**src/rtl/serial_subtractor.sv**
```systemverilog
// serial_subtractor: multi-cycle subtractor computing diff = A - B - bin
// (mod 2^WIDTH). It processes DIGIT bits per clock, LSB slice first, and
// carries the borrow between slices in a register.
//
// Parameters:
//   WIDTH  operand/result width (>= 1)
//   DIGIT  bits per cycle (1..WIDTH, must divide WIDTH)
// Ports:
//   clk     rising-edge clock
//   rst     synchronous active-high reset
//   start   request, accepted only when not busy (IDLE or DONE state)
//   A, B    minuend / subtrahend, sampled with an accepted start
//   bin     borrow-in, sampled with an accepted start
//   busy    high while slices are being processed
//   done    one-cycle pulse, result valid
//   diff    registered result, holds until the next completion
//   borrow  registered final borrow-out
//   zero    registered (diff == 0)
module serial_subtractor #(
    parameter int unsigned WIDTH = 8,
    parameter int unsigned DIGIT = 1
) (
    input  logic             clk,
    input  logic             rst,
    input  logic             start,
    input  logic [WIDTH-1:0] A,
    input  logic [WIDTH-1:0] B,
    input  logic             bin,
    output logic             busy,
    output logic             done,
    output logic [WIDTH-1:0] diff,
    output logic             borrow,
    output logic             zero
);

    localparam int unsigned K  = WIDTH / DIGIT;
    localparam int unsigned CW = (K > 1) ? $clog2(K) : 1;

    generate
        if (WIDTH < 1 || DIGIT < 1 || DIGIT > WIDTH || (WIDTH % DIGIT) != 0) begin : g_bad_params
            $error("serial_subtractor: illegal WIDTH/DIGIT combination");
        end
    endgenerate

    typedef enum logic [1:0] {
        IDLE,
        RUN,
        DONE
    } state_t;

    state_t           state_q, state_d;
    logic [WIDTH-1:0] a_q, a_d;
    logic [WIDTH-1:0] b_q, b_d;
    logic [WIDTH-1:0] res_q, res_d;
    logic [WIDTH-1:0] diff_q, diff_d;
    logic             brw_q, brw_d;
    logic             borrow_q, borrow_d;
    logic             zero_q, zero_d;
    logic [CW-1:0]    cnt_q, cnt_d;

    logic [DIGIT:0]   slice;
    logic [WIDTH-1:0] res_shift;
    logic             accept;

    // (DIGIT+1)-bit subtraction: the MSB of the result is the slice borrow-out.
    assign slice = {1'b0, a_q[DIGIT-1:0]} - {1'b0, b_q[DIGIT-1:0]} - {{DIGIT{1'b0}}, brw_q};

    // New slice enters the result shift register from the top.
    generate
        if (DIGIT == WIDTH) begin : g_single_slice
            assign res_shift = slice[DIGIT-1:0];
        end else begin : g_multi_slice
            assign res_shift = {slice[DIGIT-1:0], res_q[WIDTH-1:DIGIT]};
        end
    endgenerate

    always_comb begin
        state_d  = state_q;
        a_d      = a_q;
        b_d      = b_q;
        res_d    = res_q;
        brw_d    = brw_q;
        cnt_d    = cnt_q;
        diff_d   = diff_q;
        borrow_d = borrow_q;
        zero_d   = zero_q;
        accept   = 1'b0;

        case (state_q)
            IDLE: begin
                accept = start;
            end
            RUN: begin
                a_d   = a_q >> DIGIT;
                b_d   = b_q >> DIGIT;
                res_d = res_shift;
                brw_d = slice[DIGIT];
                cnt_d = cnt_q + 1'b1;
                // Output registers are loaded on the edge entering DONE so
                // that the result is already visible while done is high.
                if (cnt_q == CW'(K - 1)) begin
                    state_d  = DONE;
                    diff_d   = res_shift;
                    borrow_d = slice[DIGIT];
                    zero_d   = (res_shift == '0);
                end
            end
            DONE: begin
                state_d = IDLE;
                accept  = start;
            end
            default: begin
                state_d = IDLE;
            end
        endcase

        if (accept) begin
            state_d = RUN;
            a_d     = A;
            b_d     = B;
            brw_d   = bin;
            cnt_d   = '0;
            res_d   = '0;
        end
    end

    always_ff @(posedge clk) begin
        if (rst) begin
            state_q  <= IDLE;
            a_q      <= '0;
            b_q      <= '0;
            res_q    <= '0;
            brw_q    <= 1'b0;
            cnt_q    <= '0;
            diff_q   <= '0;
            borrow_q <= 1'b0;
            zero_q   <= 1'b1;
        end else begin
            state_q  <= state_d;
            a_q      <= a_d;
            b_q      <= b_d;
            res_q    <= res_d;
            brw_q    <= brw_d;
            cnt_q    <= cnt_d;
            diff_q   <= diff_d;
            borrow_q <= borrow_d;
            zero_q   <= zero_d;
        end
    end

    assign busy   = (state_q == RUN);
    assign done   = (state_q == DONE);
    assign diff   = diff_q;
    assign borrow = borrow_q;
    assign zero   = zero_q;

endmodule
```
**config.mk**
```make
export PLATFORM = sky130hd
export DESIGN_NAME = serial_subtractor
export DESIGN_NICKNAME = d
export VERILOG_FILES = /design/src/rtl/serial_subtractor.sv
export SDC_FILE = /design/constraint.sdc
export NUM_CORES = 1
export LEC_CHECK = 0
export BUFFER_PORTS_ARGS = -buffer_cell sky130_fd_sc_hd__buf_2
export CORE_UTILIZATION = 48
export CTS_BUF_LIST = sky130_fd_sc_hd__clkbuf_16
export DETAILED_ROUTE_END_ITERATION = 7
export PLACE_DENSITY = 0.74
export SYNTH_ARGS = -nofsm -noshare
export SYNTH_HDL_FRONTEND = slang
export SYNTH_SLANG_ARGS = --single-unit
```
**constraint.sdc**
```tcl
create_clock -name clk -period 1.45 [get_ports clk]
set_input_delay 0.29 -clock clk [delete_from_list [all_inputs] [get_ports clk]]
set_output_delay 0.29 -clock clk [all_outputs]
set_load 0.05 [all_outputs]
```
# [Word level (Yosys, flattened, before mapping)]
# Index checks and enable logic that the tools add are counted.
[totals] ff_bits=40 latch_bits=0 ram_bits=0 mem_bits_ro=0 inputBits=20 memories=0
[op_classes] n_addsub=3 multipliers=0 n_div=0 n_lt_le_gt_ge=0 n_eq_ne=6 shift=0 muxes=10 n_bitwise=1 reduce_logical=8
[op_table] operator="$mux W8" n=4
[op_table] operator="$logic_not A8 Y1" n=1
[op_table] operator="$reduce_and A2 Y1" n=3
[op_table] operator="$mux W1" n=4
[op_table] operator="$pmux W2 S2" n=1
[op_table] operator="$reduce_or A2 Y1" n=2
[op_table] operator="$add A3 B1 Y3 const B" n=1
[op_table] operator="$eq A3 B3 Y1 const B" n=1
[op_table] operator="$ne A3 B1 Y1 const B" n=1
[op_table] operator="$eq A2 B1 Y1 const B" n=1
[op_table] operator="$eq A2 B2 Y1 const B" n=1
[op_table] operator="$logic_not A2 Y1" n=1
[op_table] operator="$mux W2" n=1
[op_table] operator="$ne A2 B1 Y1 const B" n=1
[op_table] operator="$ne A2 B2 Y1 const B" n=1
[op_table] operator="$reduce_bool A2 Y1" n=1
[op_table] operator="$sub A1 B1 Y2" n=1
[op_table] operator="$sub A2 B1 Y2" n=1
[op_table] operator="$not A1 Y1" n=1

# [Longest topological paths before layout]
# Gate-level depths: netlist of run 1.
[depth] word_depth=5 mapped_depth=7 mapped_depth_nobuf=5

# [Least setup slack after synthesis of run 1]
# Ideal clock, no wire load.
[synth_timing] path_kind="flip-flop to flip-flop" start="register a_q[0]" end="register zero_q (netlist: zero)" setup_time_ps=60 arrival_ps=1275 path_slack_ps=114 path_stages_with_launch=6 n_path_buf=0 period_less_slack_ps=1336 cell_sequence="dfxtp_1 -> inv_1 -> fa_1 -> nor4b_1 -> nand3_1 -> nand2_1"
[synth_between] elab_chain_len=3
[synth_lines] item="start, declared" line_no="52" rtl="logic [WIDTH-1:0] a_q, a_d;"
[synth_lines] item="start signal, assigned" line_no="130" rtl="a_q <= '0;"
[synth_lines] item="start signal, assigned" line_no="140" rtl="a_q <= a_d;"
[synth_lines] item="$sub A1 B1 Y2" line_no="66" rtl="assign slice = {1'b0, a_q[DIGIT-1:0]} - {1'b0, b_q[DIGIT-1:0]} - {{DIGIT{1'b0}}, brw_q};"
[synth_lines] item="$sub A2 B1 Y2" line_no="66"
[synth_lines] item="$logic_not A8 Y1" line_no="105" rtl="zero_d = (res_shift == '0);"
[synth_lines] item="end signal, assigned" line_no="147" rtl="zero_q <= zero_d;"
[synth_lines] item="end, declared" line_no="58" rtl="logic zero_q, zero_d;"
# Every way passes these cells.
# A chain may end at the register's enable or synchronous reset.

# [Worst setup path after layout of run 1]
[layout_timing] start="register state_q[1]" end="output port busy"
[layout_between] elab_chain_len=1
[layout_lines] item="start, declared" line_no="51" rtl="state_t state_q, state_d;"
[layout_lines] item="start signal, assigned" line_no="139" rtl="state_q <= state_d;"
[layout_lines] item="$eq A2 B1 Y1" line_no="151" rtl="assign busy = (state_q == RUN);"
[layout_lines] item="end, declared" line_no="29" rtl="output logic busy,"
# Every way passes these cells.

==> results of run 1 <==
[worst paths after layout]
path | slack (ns) | depth (start not counted) | end
setup reg to reg | 0.07 | 5 | diff[7]
hold / removal | 0.29 | 3 | a_q[6]
setup / recovery | 0.06 | 3 | busy
hold reg to reg | 0.45 | 2 | diff[0]
[per-stage QoR]
step	worst slack, ns	area (µm²)
global placement	0.0848	1750
detailed placement	0.0188	1750
floorplan	0.114	1560
finish	0.0554	1920
global route	0.00424	1920
CTS	0.00569	1880
[cell usage in the layout (no fill, tap or decap), types with 2 or more instances in the layout]
cell,count
a211oi_1,2
a21oi_1,19
a22oi_1,2
a311oi_1,4
a311oi_2,2
buf_2,30
buf_4,7
clkbuf_16,5
dfxtp_1,38
ha_1,2
mux2i_1,2
nand2_1,45
nand2b_1,3
nand3_1,3
nor2_1,11
nor2b_1,2
nor3_1,16
o22ai_1,7
[routing by layer]
| metal | GRT usage (%) | share of wire, % | up-vias |
|---|---|---|---|
| li1 | - | - | 690 |
| met1 | 25.8 | 45 | 652 |
| met2 | 34.7 | 48 | 31 |
| met3 | 8.08 | 5.3 | 7 |
| met4 | 10.5 | 1.8 | 0 |
| met5 | 0 | 0 | - |
[critical path: cells and delay by family, from the launching register on]
family | cells | cell delay (ns)
AND/OR/NAND/NOR | 1 | 0.18
flip-flops | 1 | 0.35
buffers and inverters | 2 | 0.29
[timing repair]
item                                    CTS  global route
endpoints found under the setup margin    1            11
gates cloned                              0             1
resized for setup                         1             4
pin swaps                                 0             2
setup buffers                             0             1
hold buffers                              0             0
[final cells by class]
type / count / area (µm²)
sequential: 39 / 782
timing repair buffer: 39 / 230
inverter: 2 / 7.51
fill: 288 / 1160
clock inverter: 2 / 8.76
multi-input combinational: 128 / 708
tap: 44 / 55.1
clock buffer: 5 / 125
[power breakdown]
group          leakage [nW]  switching, mW  internal (mW)
combinational         0.377          0.155          0.133
sequential            0.319         0.0340           1.12
clock                0.0671          0.399          0.617
total                 0.763          0.589           1.87
[flip-flops by register name, indices dropped and copies added, names as in the netlist]
name     cells
a_q          8
state_q      2
brw_q        1
cnt_q        3
borrow       1
diff         8
res_q        7
b_q          8
zero         1
[logic make-up after synthesis]
family / share of synthesized area, %
DFF: 49.9
buffers and inverters: 6.40
AOI/OAI and AO/OA: 15.4
adders and majority gates: 2.88
and+or+nand+nor: 23.5
muxes: 1.28
xor gates and xnor gates: 0.560
==> results.txt, run 1 <==
status -> finished, final reports clean
Worst Setup SP -> state_q[1]
crit share post-route -> 96.2%
Die Ht -> 59.1 µm
Non-Filler Instances -> 259
R2R Path Start -> cnt_q[0]
Clock Sinks -> 39
Final HPWL DP -> 2240 µm
Clk Latency, worst-skew pair -> 0.28 ns
leak pwr -> 0.763 nW
Die X -> 59.1 µm
worst slew margin relative to its limit -> 73.0%
routed wire length -> 3330 µm
mapped cell area -> 1560 µm²
port bufs -> 31
largest area contributor in the netlist -> dfxtp_1
full die area -> 3490 µm²
Max-cap violations -> 0
number of remaining DRC errors -> 0
drt wl/cell -> 12.9 µm
placed insts -> 250
commonest cells in the netlist -> nand2_1 (45), dfxtp_1 (39), a21oi_1 (19)
DR pass1 iterations -> 4
# setup viols final -> 0
setup TNS -> 0 ns
cell count after synthesis -> 182
TritonCTS buffer count -> 5
Crit Path Max Fanout -> 5
maximum clock rate -> 717 MHz
fin util -> 62.3%
vias in the first global route -> 1299
unrepaired setup endpoints after global routing -> no
Reg clk slew, reported paths -> 0.05 ns
Hold Vio Cnt, Final -> 0
Period minus WS final -> 1.39 ns
Post-synth EDFFs -> 0
critical path capture point type -> output pin
DR vias/cell -> 5.33
DR iter-0 viols -> 89
Power Total -> 2.46 mW
antenna diode count -> 0
largest net degree at the start of global routing -> 25
Core Footprint -> 3080 µm²
hold_sp -> A[6]
Net count, final -> 238
max-slew violations -> 0
share of cells above drive strength 1 -> 23.7%
WHS -> 0.290 ns
Starting Density -> 50.8%
sequential-to-total area share from yosys stat -> 49.9%
Final ANT Viol Nets -> 0
CTS H-tree depth -> 2
hold crit path type -> in2reg
clock root buffer -> clkbuf_16
most numerous cell in the Yosys netlist -> nand2_1
Worst VDD drop -> 701 µV
Layout area overhead -> 22.6%
Ys Warns -> 0
power density of the placed cells -> 1280 nW/µm²
CP cell instances -> nand2b_1 -> inv_2 -> clkbuf_4
area share of the largest cell type after synthesis -> 49.9%
Global Route Usage Sum -> 21.8%
worst clock skew -> 0.00207 ns
Seq cells post-synth -> 39
Synth cell types -> 28
DR vias -> 1380
first-pass GRT wire length -> 5510 µm
Setup Crit Path Kind -> reg2out
WP data required -> 1.16 ns
Least-Margin Pin Slew -> 0.404 ns
Crit-path slowest cell -> dfxtp_1
Max Root-Sink Buffers -> 2
critical path data arrival time -> 1.10 ns
Placement Rows -> 20
initial antenna violation count -> 0
CTS tree -> done
Final Wtd Congestion -> 0.784
Post-synth ARST share -> 0%
synthesized net count -> 205
Main synth FF type -> dfxtp_1
GRT Residual Overflow -> 0
Avg Cell Area, Syn -> 8.59 µm²
Worst path max stage delay -> 0.35 ns
Startpoint Class -> flip-flop
# IOs -> 32
synth top area cells -> dfxtp_1 (50%), nand2_1 (11%), a21oi_1 (6.1%), nor3_1 (5.1%), o22ai_1 (2.8%)
Power figures use the tool's default switching activity.
==> inputs of run 2 (changes only) <==
--- a/config.mk
+++ b/config.mk
@@ -5,11 +5,13 @@
 export SDC_FILE = /design/constraint.sdc
 export NUM_CORES = 1
 export LEC_CHECK = 0
+export ABC_AREA = 1
+export ABC_CLOCK_PERIOD_IN_PS = 1500
 export BUFFER_PORTS_ARGS = -buffer_cell sky130_fd_sc_hd__buf_2
-export CORE_UTILIZATION = 48
+export CORE_UTILIZATION = 50
 export CTS_BUF_LIST = sky130_fd_sc_hd__clkbuf_16
 export DETAILED_ROUTE_END_ITERATION = 7
-export PLACE_DENSITY = 0.74
+export PLACE_DENSITY = 0.73
 export SYNTH_ARGS = -nofsm -noshare
 export SYNTH_HDL_FRONTEND = slang
 export SYNTH_SLANG_ARGS = --single-unit
==> constraint.sdc (replaced) <==
create_clock -name clk -period 1.5 [get_ports clk]
set_input_delay 0.3 -clock clk [delete_from_list [all_inputs] [get_ports clk]]
set_output_delay 0.3 -clock clk [all_outputs]
set_load 0.05 [all_outputs]
==> run 2 against run 1 <==
  * Hold slack lost 0.037 ns
  * Critical path depth is the same
  * Clock power shrank 3%
  * First-iteration DRC count shrank 16%
  * Register-to-register slack gained 0.09 ns
  * Flip-flop and latch count is the same
  * Synthesized area grew 15%
  * Utilization grew 0.33 points
  * Sequential power is essentially flat
  * Combinational power grew 14%
==> results.txt, run 2 <==
status -> finished, final reports clean
post-route design area -> 2120 µm²
Post-synth ARST share -> 0%
DR vias -> 1511
Final HPWL DP -> 2310 µm
synthesized net count -> 265
CTS tree -> done
unrepaired setup endpoints after global routing -> no
area share of the largest cell type after synthesis -> 43.2%
GRT Residual Overflow -> 0
clock root buffer -> clkbuf_16
leading cell type in the layout, fill and taps excluded -> nor2_1
Startpoint Class -> flip-flop
DR iter-0 viols -> 75
Die Ht -> 62.1 µm
Ys Warns -> 0
Die X -> 62.1 µm
Hold Vio Cnt, Final -> 0
Final ANT Viol Nets -> 0
antenna diode count -> 0
hold crit path type -> in2reg
WP data required -> 1.20 ns
cell count after synthesis -> 242
most numerous cell in the Yosys netlist -> nor2_1
setup bufs post-CTS -> 0
vias in the first global route -> 1321
combinational power share -> 13.5%
largest area contributor in the netlist -> dfxtp_1
# IOs -> 32
DR pass1 iterations -> 4
Starting Density -> 53.3%
setup TNS -> 0 ns
first-pass GRT wire length -> 5550 µm
DR vias/cell -> 4.68
Core Footprint -> 3390 µm²
share of cells above drive strength 1 -> 23.5%
Final Wtd Congestion -> 0.789
sequential-to-total area share from yosys stat -> 43.2%
Layout area overhead -> 17.5%
Clk Latency, worst-skew pair -> 0.28 ns
CTS H-tree depth -> 2
P_int -> 1.82 mW
worst slew margin relative to its limit -> 61.0%
mapped cell area -> 1810 µm²
Crit Path Max Fanout -> 9
initial antenna violation count -> 0
Synth cell types -> 27
maximum clock rate -> 688 MHz
net switching power -> 0.619 mW
Post-synth EDFFs -> 0
Seq pwr share -> 46.2%
drt wl/cell -> 10.8 µm
clock power share -> 40.3%
critical path data arrival time -> 1.15 ns
Seq cells post-synth -> 39
port bufs -> 31
Least-Margin Pin Slew -> 0.584 ns
largest net degree at the start of global routing -> 26
Worst VDD drop -> 770 µV
routed wire length -> 3490 µm
number of remaining DRC errors -> 0
# setup viols final -> 0
crit share post-route -> 97.0%
full die area -> 3860 µm²
worst clock skew -> 0.00378 ns
area post-placement -> 1970 µm²
Global Route Usage Sum -> 19.7%
Max-cap violations -> 0
leak pwr -> 1.07 nW
TritonCTS buffer count -> 5
Max Root-Sink Buffers -> 2
commonest cells in the netlist -> nor2_1 (40), dfxtp_1 (39), nand2_1 (39)
Main synth FF type -> dfxtp_1
Clock Sinks -> 39
critical path capture point type -> output pin
Net count, final -> 299
Avg Cell Area, Syn -> 7.46 µm²
Sw Share -> 25.3%
Setup WS post-layout -> 0.0457 ns
power density of the placed cells -> 1150 nW/µm²
Setup Crit Path Kind -> reg2out
most frequent cells in the layout -> nor2_1 (40), nand2_1 (39), dfxtp_1 (38)
Reg clk slew, reported paths -> 0.05 ns
max-slew violations -> 0
Placement Rows -> 21
synth top area cells -> dfxtp_1 (43%), nor2_1 (8.3%), nand2_1 (8.1%), inv_1 (6.9%), nand3_1 (6.1%)
Post-Place Setup Slack -> 0.138 ns
Period minus WS final -> 1.45 ns
==> run 2: repair_timing <==
action | CTS | global route
endpoints found under the setup margin | 1 | 3
endpoints found under the hold margin | 0 | 0
hold buffers | 0 | 0
gates cloned | 0 | 0
gates resized for setup | 1 | 2
==> run 2: final timing paths <==
check                           startpoint  endpoint  slack [ns]  cells after the start
worst max-delay path            state_q[0]      done        0.05                      3
worst min-delay path                  A[7]    a_q[7]        0.25                      3
worst max register to register      a_q[0]      zero        0.16                      6
worst min register to register    cnt_q[1]  cnt_q[1]        0.47                      2
==> run 2: kinds of logic after synthesis <==
family / synth area share, %
adders and majority gates: 2.49
xor gates and xnor gates: 0.485
AOI/OAI and AO/OA: 12.4
DFF: 43.2
and+or+nand+nor: 28.1
buffers and inverters: 13.2
==> run 2: layout make-up <==
type / instances / area, µm²
inverter: 38 / 158
timing repair buffer: 36 / 199
fill: 308 / 1270
clock inverter: 3 / 15.0
sequential: 39 / 782
clock buffer: 5 / 125
multi-input combinational: 156 / 786
tap: 46 / 57.6
==> run 2: critical path, cell delays in order, from the launching register on <==
cell and delay, ns:
dfxtp_2 0.35, buf_4 0.19, nor2_1 0.11, clkbuf_4 0.23
==> run 2: stage by stage <==
step                instances  utilization, %  hold slack (ns)  total power, mW
floorplan                 242               -            0.435             1.40
global placement          315            58.3            0.458             1.47
detailed placement        315            58.3            0.463             1.47
CTS                       323            62.4            0.252             2.47
global route              323            62.6            0.283             2.57
finish                    323            62.6            0.253             2.44
==> run 2: power by group through the flow <==
stage          Clock (mW)  Combinational [mW]  Sequential (mW)
4_1_cts              1.01               0.329             1.13
3_5_place_dp            0               0.325             1.15
3_3_place_gp            0               0.320             1.15
5_1_grt              1.05               0.375             1.14
2_1_floorplan           0               0.265             1.14
6_report            0.985               0.329             1.13
==> run 2: routing by layer <==
metal / global-route usage (%) / vias to the layer above / part of all wire [%]
li1: - / 821 / -
met1: 25.1 / 659 / 51
met2: 33.4 / 25 / 44
met3: 4.35 / 6 / 3.4
met4: 5.71 / 0 / 1.3
met5: 0 / - / 0
==> inputs of run 3 (changes only) <==
--- a/config.mk
+++ b/config.mk
@@ -11,6 +11,7 @@
 export CORE_UTILIZATION = 50
 export CTS_BUF_LIST = sky130_fd_sc_hd__clkbuf_16
 export DETAILED_ROUTE_END_ITERATION = 7
+export MAX_ROUTING_LAYER = met4
 export PLACE_DENSITY = 0.73
 export SYNTH_ARGS = -nofsm -noshare
 export SYNTH_HDL_FRONTEND = slang
==> run 3 against run 2 <==
  * Fmax barely moved
  * Sequential share of layout area did not move
  * Combinational power barely moved
  * Power barely moved
  * Wire length rose by 0.43%
  * Non-clock buffer count did not move
  * Clock skew barely moved
  * Clock power barely moved
  * Cell area did not move
  * Critical path type unchanged
  * Largest power group unchanged
==> results.txt, run 3 (synthesis results as in run 2) <==
status -> finished, final reports clean
Least-Margin Pin Slew -> 0.584 ns
DR pass1 iterations -> 4
full die area -> 3860 µm²
most frequent cells in the layout -> nor2_1 (40), nand2_1 (39), dfxtp_1 (38)
DR vias/cell -> 4.68
Setup Crit Path Kind -> reg2out
R2R Path Start -> a_q[0]
Max-cap violations -> 0
Final Wtd Congestion -> 0.800
crit share post-route -> 97.0%
number of remaining DRC errors -> 0
Worst Setup SP -> state_q[0]
maximum clock rate -> 687 MHz
Hold Vio Cnt, Final -> 0
first-pass GRT wire length -> 5570 µm
Layout area overhead -> 17.5%
Reg clk slew, reported paths -> 0.05 ns
CTS H-tree depth -> 2
Final ANT Viol Nets -> 0
critical path data arrival time -> 1.16 ns
Filler cells -> 308
DR iter-0 viols -> 70
Die X -> 62.1 µm
Die Ht -> 62.1 µm
max-slew violations -> 0
DR vias -> 1512
clock root buffer -> clkbuf_16
setup bufs post-CTS -> 0
Period minus WS final -> 1.46 ns
Placement Rows -> 21
TritonCTS buffer count -> 5
worst slew margin relative to its limit -> 61.0%
# setup viols final -> 0
Core Footprint -> 3390 µm²
Max Root-Sink Buffers -> 2
Crit Path Max Fanout -> 9
unrepaired setup endpoints after global routing -> no
Starting Density -> 53.3%
share of cells above drive strength 1 -> 23.5%
initial antenna violation count -> 0
Hold-fix buffers, CTS -> 0
# IOs -> 32
WP data required -> 1.20 ns
worst clock skew -> 0.00392 ns
vias in the first global route -> 1323
drt wl/cell -> 10.9 µm
GRT Residual Overflow -> 0
power density of the placed cells -> 1150 nW/µm²
port bufs -> 31
leading cell type in the layout, fill and taps excluded -> nor2_1
Clk Latency, worst-skew pair -> 0.28 ns
antenna diode count -> 0
Worst VDD drop -> 771 µV
critical path capture point type -> output pin
Reg2Reg Capture Point -> zero
cell depth of the worst flop-to-flop path -> 6
routed wire length -> 3510 µm
largest net degree at the start of global routing -> 26
hold crit path type -> in2reg
Clock Sinks -> 39
setup TNS -> 0 ns
CTS tree -> done
Reg2Reg Setup Slack -> 0.16 ns
CP endpoint -> done
Final HPWL DP -> 2310 µm
WHS -> 0.253 ns
Global Route Usage Sum -> 20.5%
leak pwr -> 1.07 nW
Startpoint Class -> flip-flop
Net count, final -> 299
[run 3: critical path, stage by stage (launching register included)]
cell      delay, ns
dfxtp_2        0.35
buf_4          0.19
nor2_1         0.11
clkbuf_4       0.23
[run 3: layout make-up]
cell class,instances,area [µm²],share of cell area (%)
clock buffers,5,125,5.90
flip-flops and latches,39,782,36.9
well taps,46,57.6,2.71
multi-input cells,156,786,37.0
clock inverters,3,15.0,0.708
inverters,38,158,7.43
repair buffers,36,199,9.37
[run 3: power by group]
part	switching [mW]	internal, mW
Combinational	0.204	0.125
Clock	0.380	0.605
Sequential	0.0357	1.09
[run 3: worst min-delay path by stage]
| stage | cells after the start | slack (ns) | to | from |
|---|---|---|---|---|
| floorplan | 2 | 0.43 | a_q[7] | A[7] |
| global placement | 2 | 0.46 | cnt_q[2] | cnt_q[2] |
| detailed placement | 2 | 0.46 | cnt_q[2] | cnt_q[2] |
| CTS | 3 | 0.25 | a_q[7] | A[7] |
| global route | 3 | 0.28 | a_q[7] | A[7] |
| finish | 3 | 0.25 | a_q[7] | A[7] |
[run 3: per-stage QoR]
step	utilization (%)	total power [mW]	std cells	instance area [µm²]	setup WS, ns
CTS	62.4	2.47	323	2120	0.00854
floorplan	-	1.40	242	1810	0.0953
detailed placement	58.3	1.47	315	1970	0.138
global placement	58.3	1.47	315	1970	0.172
finish	62.6	2.44	323	2120	0.0446
global route	62.6	2.57	323	2120	0.00898
[run 3: layer usage]
metal,routed length (µm),vias to the layer above,track usage [%],part of all wire [%]
met2,1580,25,33.4,45
met3,130,2,6.21,3.7
met1,1790,667,25.1,51
met4,6,0,3.81,0.17
met5,0,-,-,0
li1,-,818,-,-
[run 3: repair_timing]
action	CTS	global route
pin swaps	0	0
hold endpoints to repair	0	0
setup endpoints to repair	1	3
resized for setup	1	2
